`src/rtl/riscv_test_monitor.sv`:
```
// Self-checking monitor for a RISC-V core run: compares OUTPUT_PORT against a
// table of expected results at given retired-instruction counts.
module riscv_test_monitor #(
    parameter int unsigned NUM_TEST     = 32,
    parameter int unsigned IDX_W        = 5,
    parameter int unsigned DWIDTH       = 32,
    parameter bit          STOP_ON_FAIL = 1'b1,
    parameter int unsigned TIMEOUT      = 1000000
) (
    input  logic              CLK,
    input  logic              RST,
    input  logic              CFG_WE,
    input  logic [IDX_W-1:0]  CFG_IDX,
    input  logic [DWIDTH-1:0] CFG_NUM_INST,
    input  logic [DWIDTH-1:0] CFG_ANS,
    input  logic [IDX_W:0]    CFG_CNT,
    input  logic              START,
    input  logic [DWIDTH-1:0] NUM_INST,
    input  logic [DWIDTH-1:0] OUTPUT_PORT,
    input  logic              HALT,
    output logic              BUSY,
    output logic              DONE,
    output logic              PASS,
    output logic              TIMED_OUT,
    output logic [IDX_W:0]    PASS_CNT,
    output logic [IDX_W:0]    FAIL_CNT,
    output logic [IDX_W-1:0]  FAIL_IDX,
    output logic [DWIDTH-1:0] FAIL_GOT,
    output logic [DWIDTH-1:0] CYCLE
);

    localparam int unsigned       CNT_W   = IDX_W + 1;
    localparam logic [CNT_W-1:0]  MAX_CNT = CNT_W'(NUM_TEST);
    localparam logic [DWIDTH-1:0] TO_LAST = DWIDTH'(TIMEOUT - 1);

    typedef enum logic [1:0] {IDLE, RUN, FIN} state_t;

    typedef struct packed {
        logic [DWIDTH-1:0] num_inst;
        logic [DWIDTH-1:0] ans;
    } entry_t;

    entry_t             tbl_q [NUM_TEST];
    state_t             state_q, state_d;
    logic [CNT_W-1:0]   cnt_q, cnt_d;
    logic [CNT_W-1:0]   ptr_q, ptr_d;
    logic [CNT_W-1:0]   cfg_cnt_clamped;
    entry_t             cur_entry;
    logic               hit;

    logic               busy_d, done_d, pass_d, timed_out_d;
    logic [CNT_W-1:0]   pass_cnt_d, fail_cnt_d;
    logic [IDX_W-1:0]   fail_idx_d;
    logic [DWIDTH-1:0]  fail_got_d, cycle_d;
    logic               mismatch, reached, stop, tmo;

    // Expected-result table: writable only outside a run, never reset
    always_ff @(posedge CLK) begin
        if (!RST && CFG_WE && state_q != RUN && CNT_W'(CFG_IDX) < MAX_CNT) begin
            tbl_q[CFG_IDX] <= '{num_inst: CFG_NUM_INST, ans: CFG_ANS};
        end
    end

    assign cfg_cnt_clamped = (CFG_CNT > MAX_CNT) ? MAX_CNT : CFG_CNT;
    assign cur_entry       = tbl_q[ptr_q[IDX_W-1:0]];
    assign hit             = (ptr_q < cnt_q) && (NUM_INST == cur_entry.num_inst);

    // Next-state and next-output logic
    always_comb begin
        state_d     = state_q;
        cnt_d       = cnt_q;
        ptr_d       = ptr_q;
        busy_d      = BUSY;
        done_d      = DONE;
        pass_d      = PASS;
        timed_out_d = TIMED_OUT;
        pass_cnt_d  = PASS_CNT;
        fail_cnt_d  = FAIL_CNT;
        fail_idx_d  = FAIL_IDX;
        fail_got_d  = FAIL_GOT;
        cycle_d     = CYCLE;
        mismatch    = 1'b0;
        reached     = 1'b0;
        stop        = 1'b0;
        tmo         = 1'b0;

        if (START) begin
            state_d     = RUN;
            cnt_d       = cfg_cnt_clamped;
            ptr_d       = '0;
            busy_d      = 1'b1;
            done_d      = 1'b0;
            pass_d      = 1'b0;
            timed_out_d = 1'b0;
            pass_cnt_d  = '0;
            fail_cnt_d  = '0;
            fail_idx_d  = '0;
            fail_got_d  = '0;
            cycle_d     = '0;
        end else if (state_q == RUN) begin
            cycle_d = (CYCLE == '1) ? CYCLE : CYCLE + DWIDTH'(1);
            if (hit) begin
                ptr_d   = ptr_q + CNT_W'(1);
                reached = (ptr_d == cnt_q);
                if (OUTPUT_PORT == cur_entry.ans) begin
                    pass_cnt_d = PASS_CNT + CNT_W'(1);
                end else begin
                    mismatch   = 1'b1;
                    fail_cnt_d = FAIL_CNT + CNT_W'(1);
                    if (FAIL_CNT == '0) begin
                        fail_idx_d = ptr_q[IDX_W-1:0];
                        fail_got_d = OUTPUT_PORT;
                    end
                end
            end
            // Timeout only claims the ending when nothing stronger fired
            stop = (STOP_ON_FAIL && mismatch) || HALT || reached;
            tmo  = !stop && (cycle_d == TO_LAST);
            if (stop || tmo) begin
                state_d     = FIN;
                busy_d      = 1'b0;
                done_d      = 1'b1;
                timed_out_d = tmo;
                pass_d      = (fail_cnt_d == '0) && !tmo && (ptr_d == cnt_q);
            end
        end
    end

    // State and output registers
    always_ff @(posedge CLK) begin
        if (RST) begin
            state_q   <= IDLE;
            cnt_q     <= '0;
            ptr_q     <= '0;
            BUSY      <= 1'b0;
            DONE      <= 1'b0;
            PASS      <= 1'b0;
            TIMED_OUT <= 1'b0;
            PASS_CNT  <= '0;
            FAIL_CNT  <= '0;
            FAIL_IDX  <= '0;
            FAIL_GOT  <= '0;
            CYCLE     <= '0;
        end else begin
            state_q   <= state_d;
            cnt_q     <= cnt_d;
            ptr_q     <= ptr_d;
            BUSY      <= busy_d;
            DONE      <= done_d;
            PASS      <= pass_d;
            TIMED_OUT <= timed_out_d;
            PASS_CNT  <= pass_cnt_d;
            FAIL_CNT  <= fail_cnt_d;
            FAIL_IDX  <= fail_idx_d;
            FAIL_GOT  <= fail_got_d;
            CYCLE     <= cycle_d;
        end
    end

endmodule

```
`config.mk`:
```
export PLATFORM = sky130hd
export DESIGN_NAME = riscv_test_monitor
export DESIGN_NICKNAME = d
export VERILOG_FILES = /design/src/rtl/riscv_test_monitor.sv
export SDC_FILE = /design/constraint.sdc
export NUM_CORES = 2
export LEC_CHECK = 0
export BUFFER_PORTS_ARGS = -buffer_cell sky130_fd_sc_hd__buf_2
export CORE_MARGIN = 2
export CORE_UTILIZATION = 56
export DETAILED_ROUTE_END_ITERATION = 8
export HOLD_SLACK_MARGIN = 0.15
export PLACE_DENSITY = 0.84
export SLEW_MARGIN = 15
export SYNTH_ARGS = -nofsm -noshare
export SYNTH_HDL_FRONTEND = slang
export SYNTH_SLANG_ARGS = --single-unit
```
`constraint.sdc`:
```
create_clock -name CLK -period 5.7 [get_ports CLK]
set_input_delay 1.71 -clock CLK [delete_from_list [all_inputs] [get_ports CLK]]
set_output_delay 1.71 -clock CLK [all_outputs]
set_load 0.02 [all_outputs]
```
* Word-level counts from Yosys, hierarchy flattened
Memory sizes are Yosys's and may differ from the RTL's. A register that Yosys moved wholly into a read port is not among the register bits. Cells that the tools add are included. W data, S select, Z words.
Cells by class: $add $sub $neg 4, order comparisons 2, eq/ne operators 8, muxes and demuxes 26, bitwise logic cells 1, reductions and logical operators 21
Operators with widths (number):
- $eq A32 B32 Y1 | 2
- $mux W6 | 8
- $add A32 B1 Y32 const B | 1
- $eq A32 B20 Y1 const B | 1
- $eq A32 B32 Y1 const B | 1
- $mux W32 | 1
- $add A6 B1 Y6 const B | 3
- $mux W1 | 15
- $eq A6 B6 Y1 | 2
- $logic_not A6 Y1 | 2
- $mux W5 | 2
- $gt A6 B6 Y1 const B | 1
- $logic_and A1 B1 Y1 | 6
- $lt A6 B6 Y1 | 1
- $reduce_and A2 Y1 | 2
- $reduce_and A4 Y1 | 1
- $reduce_bool A2 Y1 | 2
- $logic_not A1 Y1 | 3
- $logic_or A1 B1 Y1 | 3
- $reduce_and A3 Y1 | 1
- $eq A2 B1 Y1 const B | 1
- $ne A2 B1 Y1 const B | 1
- $reduce_or A2 Y1 | 1
- $not A1 Y1 | 1
Storage, ports and cells: register bits 98, RAM bits 2048, bits of input ports 144, memories 1
Memories:
- tbl_q | depth 32, bits a word 64, rd ports 1, clocked after memory_dff 1, write ports 1, RTL line 43 | entry_t tbl_q [NUM_TEST];

* Longest topological paths before layout
depth after elaboration 13, gate-level depth with buffers 22, depth with buffers taken out 14

* Least setup slack after synthesis
OpenSTA, ideal clock, no wires.
path kind input port to flip-flop, start input RST, end memory tbl_q[12][0] (netlist bit) (enable), arrival time 5.253 ns, slack -0.040 ns, stages on the path 5, path buffers 2, path through clkbuf_1 > nand3b_1 > or3_1 > clkbuf_1 > nor2_1
Between the ends: cells in the longest elaborated chain, start to end 5
RTL lines:
- from (decl) | RTL line 11 | input logic RST,
- $logic_not A1 Y1 | RTL line 59 | if (!RST && CFG_WE && state_q != RUN && CNT_W'(CFG_IDX) < MAX_CNT) begin
- $logic_and A1 B1 Y1 (2 in a row) | RTL line 59
- $mux W1 | RTL line 59
- $mux W1 (implied by the code) | RTL line 60 | tbl_q[CFG_IDX] <= '{num_inst: CFG_NUM_INST, ans: CFG_ANS};
- to (decl) | RTL line 43
Every way passes these cells.

==> impl_results.md <==
- Status: finished clean
- CP endpoint kind: flop
- Final period utilization: 99.4%
- Cell family with most CP delay: simple AND/OR/NAND/NOR gates
- Die Y: 394 um
- Number of setup buffers added after CTS: 0
- CP Depth: 16
- H-tree levels: 4
- Cell area power density: 320 mW/mm2
- TritonCTS clock tree: done
- Post_cts resized: 0
- HP Start: TIMED_OUT
- Hold buffers post-CTS: 0
- Iteration-0 DRC Markers: 9440
- Die footprint: 0.155 mm2
- GRT Residual Overflow: 0
- Share of cells above drive strength 1: 25.3%
- Final hold slack: 451 ps
- Share of total power in the clock network: 41.9%
- Core region area: 0.151 mm2
- R2R depth: 16
- Fraction of registers with async set/reset: 0%
- Clock Sinks: 2150
- Vias: 49202
- Prevailing post-synth register cell: edfxtp_1
- Post-synth EDFFs: 2048
- Routed Antenna Nets: 0
- Cell variety after synth: 86
- Antenna violations before repair: 42
- Setup repair after global routing missed its margin: no
- F_max: 176 MHz
- Cells after Synth: 4276
- Largest net degree at the start of global routing: 74
- Minimum clock period: 5670 ps
- Clk Latency, worst-skew pair: 850 ps
- Sequential power share: 56.5%
- Final setup vio count: 0
- Finished Layout Cells: 6861
- Largest stage delay on the critical path: 800 ps
- Cells after DPL: 6495
- Post-Synthesis Net Count: 4431
- R2R setup slack: 30 ps
- Clk root buf: clkbuf_16
- Worst slew pin tran: 1200 ps
- Worst hold path depth: 2
- Drt wl/cell: 37.5 um
- Synthesized area per cell: 19.9 um2
- Crit-path max FO: 44
- Worst Path Buf+Inv: 4
- Worst min path class: flop to flop
- Post-synthesis sequential area ratio: 74.7%
- Fin. Hold Viols: 0
- Switching share of power: 20.3%
- Worst-path clk slew: 70 ps
- Initial core utilization: 56.2%
- # DRC: 0
- Clock Skews: 45.7 ps
- Area grow syn2layout: 12.7%
- CTS Buf Count: 193
- DRT Wirelength: 257000 um
- Max IR drop VDD: 234 uV
- First-pass DRT Iterations: 7
- Final Wtd Congestion: 0.882
- Mapped cell area: 0.0851 mm2
- Endpoint, Worst Hold: TIMED_OUT
- Critical Path RT: 6390 ps
- PortBufs: 228
- Final slew viol count: 0
- Relative slew slack: 19.8%
- Site row count: 143
- Final HPWL from detailed placement: 139000 um
- # IOs: 229
- Synthesized flop and latch total: 2150
- CTS Buffer Depth: 3
- Static leakage: 30.4 nW
- CP arrival: 6360 ps
- CP Launch Type: flop
- # nets final: 4815
- Slowest cell on crit path: xnor2_1
- P_int: 24.5 mW
- Horiz. Die Dim: 394 um
- Vias per inst: 7.17
- FF-to-FF End: FAIL_GOT[11]
- Power Total: 30.7 mW
- Switching power: 6.24 mW
- Total track usage: 32.6%
- Final Util: 63.4%
- Global-route wire length before repair: 357000 um
- MaxCap Viol Count: 0
- Yosys Warn Count: 0
- Number of global-route vias before repair: 48545
- Crit Path Class: flop to flop
- Fillers: 9497
- CP Cell Sequence: buf_12, buf_4, mux4_2, mux2i_1, o22ai_1, nand3b_1, xnor2_1, o2111ai_1, nor4_2, buf_4, and2_1, and3_1, nand3_4, buf_12, mux2i_1, nor2_1
- Comb pwr share: 1.7%
state kept, by name, summed over array words and instances (netlist names), named ones only:
name,cells
tbl_q,2048
CYCLE,32
FAIL_GOT,32
FAIL_CNT,6
PASS_CNT,6
cnt_q,6
ptr_q,6
FAIL_IDX,5
state_q,2
PASS,1
TIMED_OUT,1
layer usage:
metal | vias to the layer above | global-route usage, % | routed length (um)
met4 | 34 | 21.2 | 19100
met5 | - | 0 | 223
met2 | 5110 | 50.4 | 120000
met3 | 1163 | 9.05 | 37300
met1 | 24537 | 40.8 | 80300
li1 | 18358 | - | -
placed cells by master, fill, tap and decap left out, drive strengths merged, types with 8 or more instances in the layout:
master and n:
edfxtp 2048, o21ai 33, nor4 23, or3 12
inv 31, and3 21, dfxtp 102, o22ai 63
a32oi 10, mux2 31, a211oi 12, nor2 171
xor2 53, ha 11, clkbuf 256, nand3 64
clkinv 72, a22o 11, mux2i 286, a2111oi 8
and2 13, nand2b 15, nand2 144, a221oi 8
diode 17, o211ai 9, a22oi 71, buf 413
nor3 34, bufinv 13, nor2b 25, nand4 21
xnor2 74, a31oi 20, mux4 437, a21oi 60
o221ai 15, nand3b 16
through the flow:
step | setup slack (ps) | instance area, um2 | setup TNS, ps
floorplan | -39.7 | 85100 | -18220
global placement | 693 | 89800 | 0
detailed placement | 490 | 89800 | 0
CTS | 310 | 95900 | 0
global route | 39.2 | 95900 | 0
finish | 32.2 | 95900 | 0
cell type report:
cell class              instances  area, um2  area share [%]
flip-flops and latches       2150      63600            66.3
multi-input cells            1875      20300            21.2
clock buffers                 256       5250            5.47
repair buffers                413       3290            3.43
well taps                    2030       2540            2.65
clock inverters                93        846           0.882
inverters                      27        103           0.107
diodes                         17       42.5          0.0443
cell families (layout without fill, tap and decap cells):
group | after synthesis | after routing | share of synthesized area, %
xor gates and xnor gates | 127 | 127 | 1.31
adders and majority gates | 11 | 11 | 0.162
muxes | 754 | 754 | 15.3
other | 0 | 17 | 0
DFF | 2150 | 2150 | 74.7
and+or+nand+nor | 595 | 595 | 3.49
buffers and inverters | 251 | 789 | 1.83
AOI/OAI and AO/OA | 388 | 388 | 3.22
worst max path at each step:
stage,slack [ps],end
2_1_floorplan,-40,tbl_q[12][0]
3_3_place_gp,690,FAIL_GOT[11]
3_5_place_dp,490,FAIL_GOT[11]
4_1_cts,310,PASS_CNT[5]
5_1_grt,40,FAIL_GOT[11]
6_report,30,FAIL_GOT[11]
synthesized netlist by cell type (59+ instances only):
master / number / share of area, %
dfxtp_1: 102 / 2.4
buf_2: 67 / 0.39
nand2_1: 144 / 0.64
o22ai_1: 63 / 0.46
clkbuf_1: 64 / 0.28
a22oi_1: 71 / 0.63
nor2_1: 170 / 0.75
xnor2_1: 74 / 0.76
mux2i_1: 286 / 3.4
mux4_2: 436 / 12
edfxtp_1: 2048 / 72
nand3_1: 62 / 0.36
a21oi_1: 59 / 0.35
power by group through the flow:
stage	sequential, mW	clock, mW	combinational (mW)
6_report	17.3	12.9	0.511
5_1_grt	17.3	13.4	0.537
4_1_cts	17.3	12.8	0.494
3_5_place_dp	17.7	0	0.490
3_3_place_gp	17.7	0	0.463
2_1_floorplan	17.7	0	0.116
worst reg2reg max path, delay by kind of cell (launching register included):
family	cells	cell delay, ps
simple gates	6	1170
buf+inv	4	1230
compound gates	2	500
flops	1	740
xor+xnor	1	800
mux	3	1130
(Power assumes the default switching activity.)
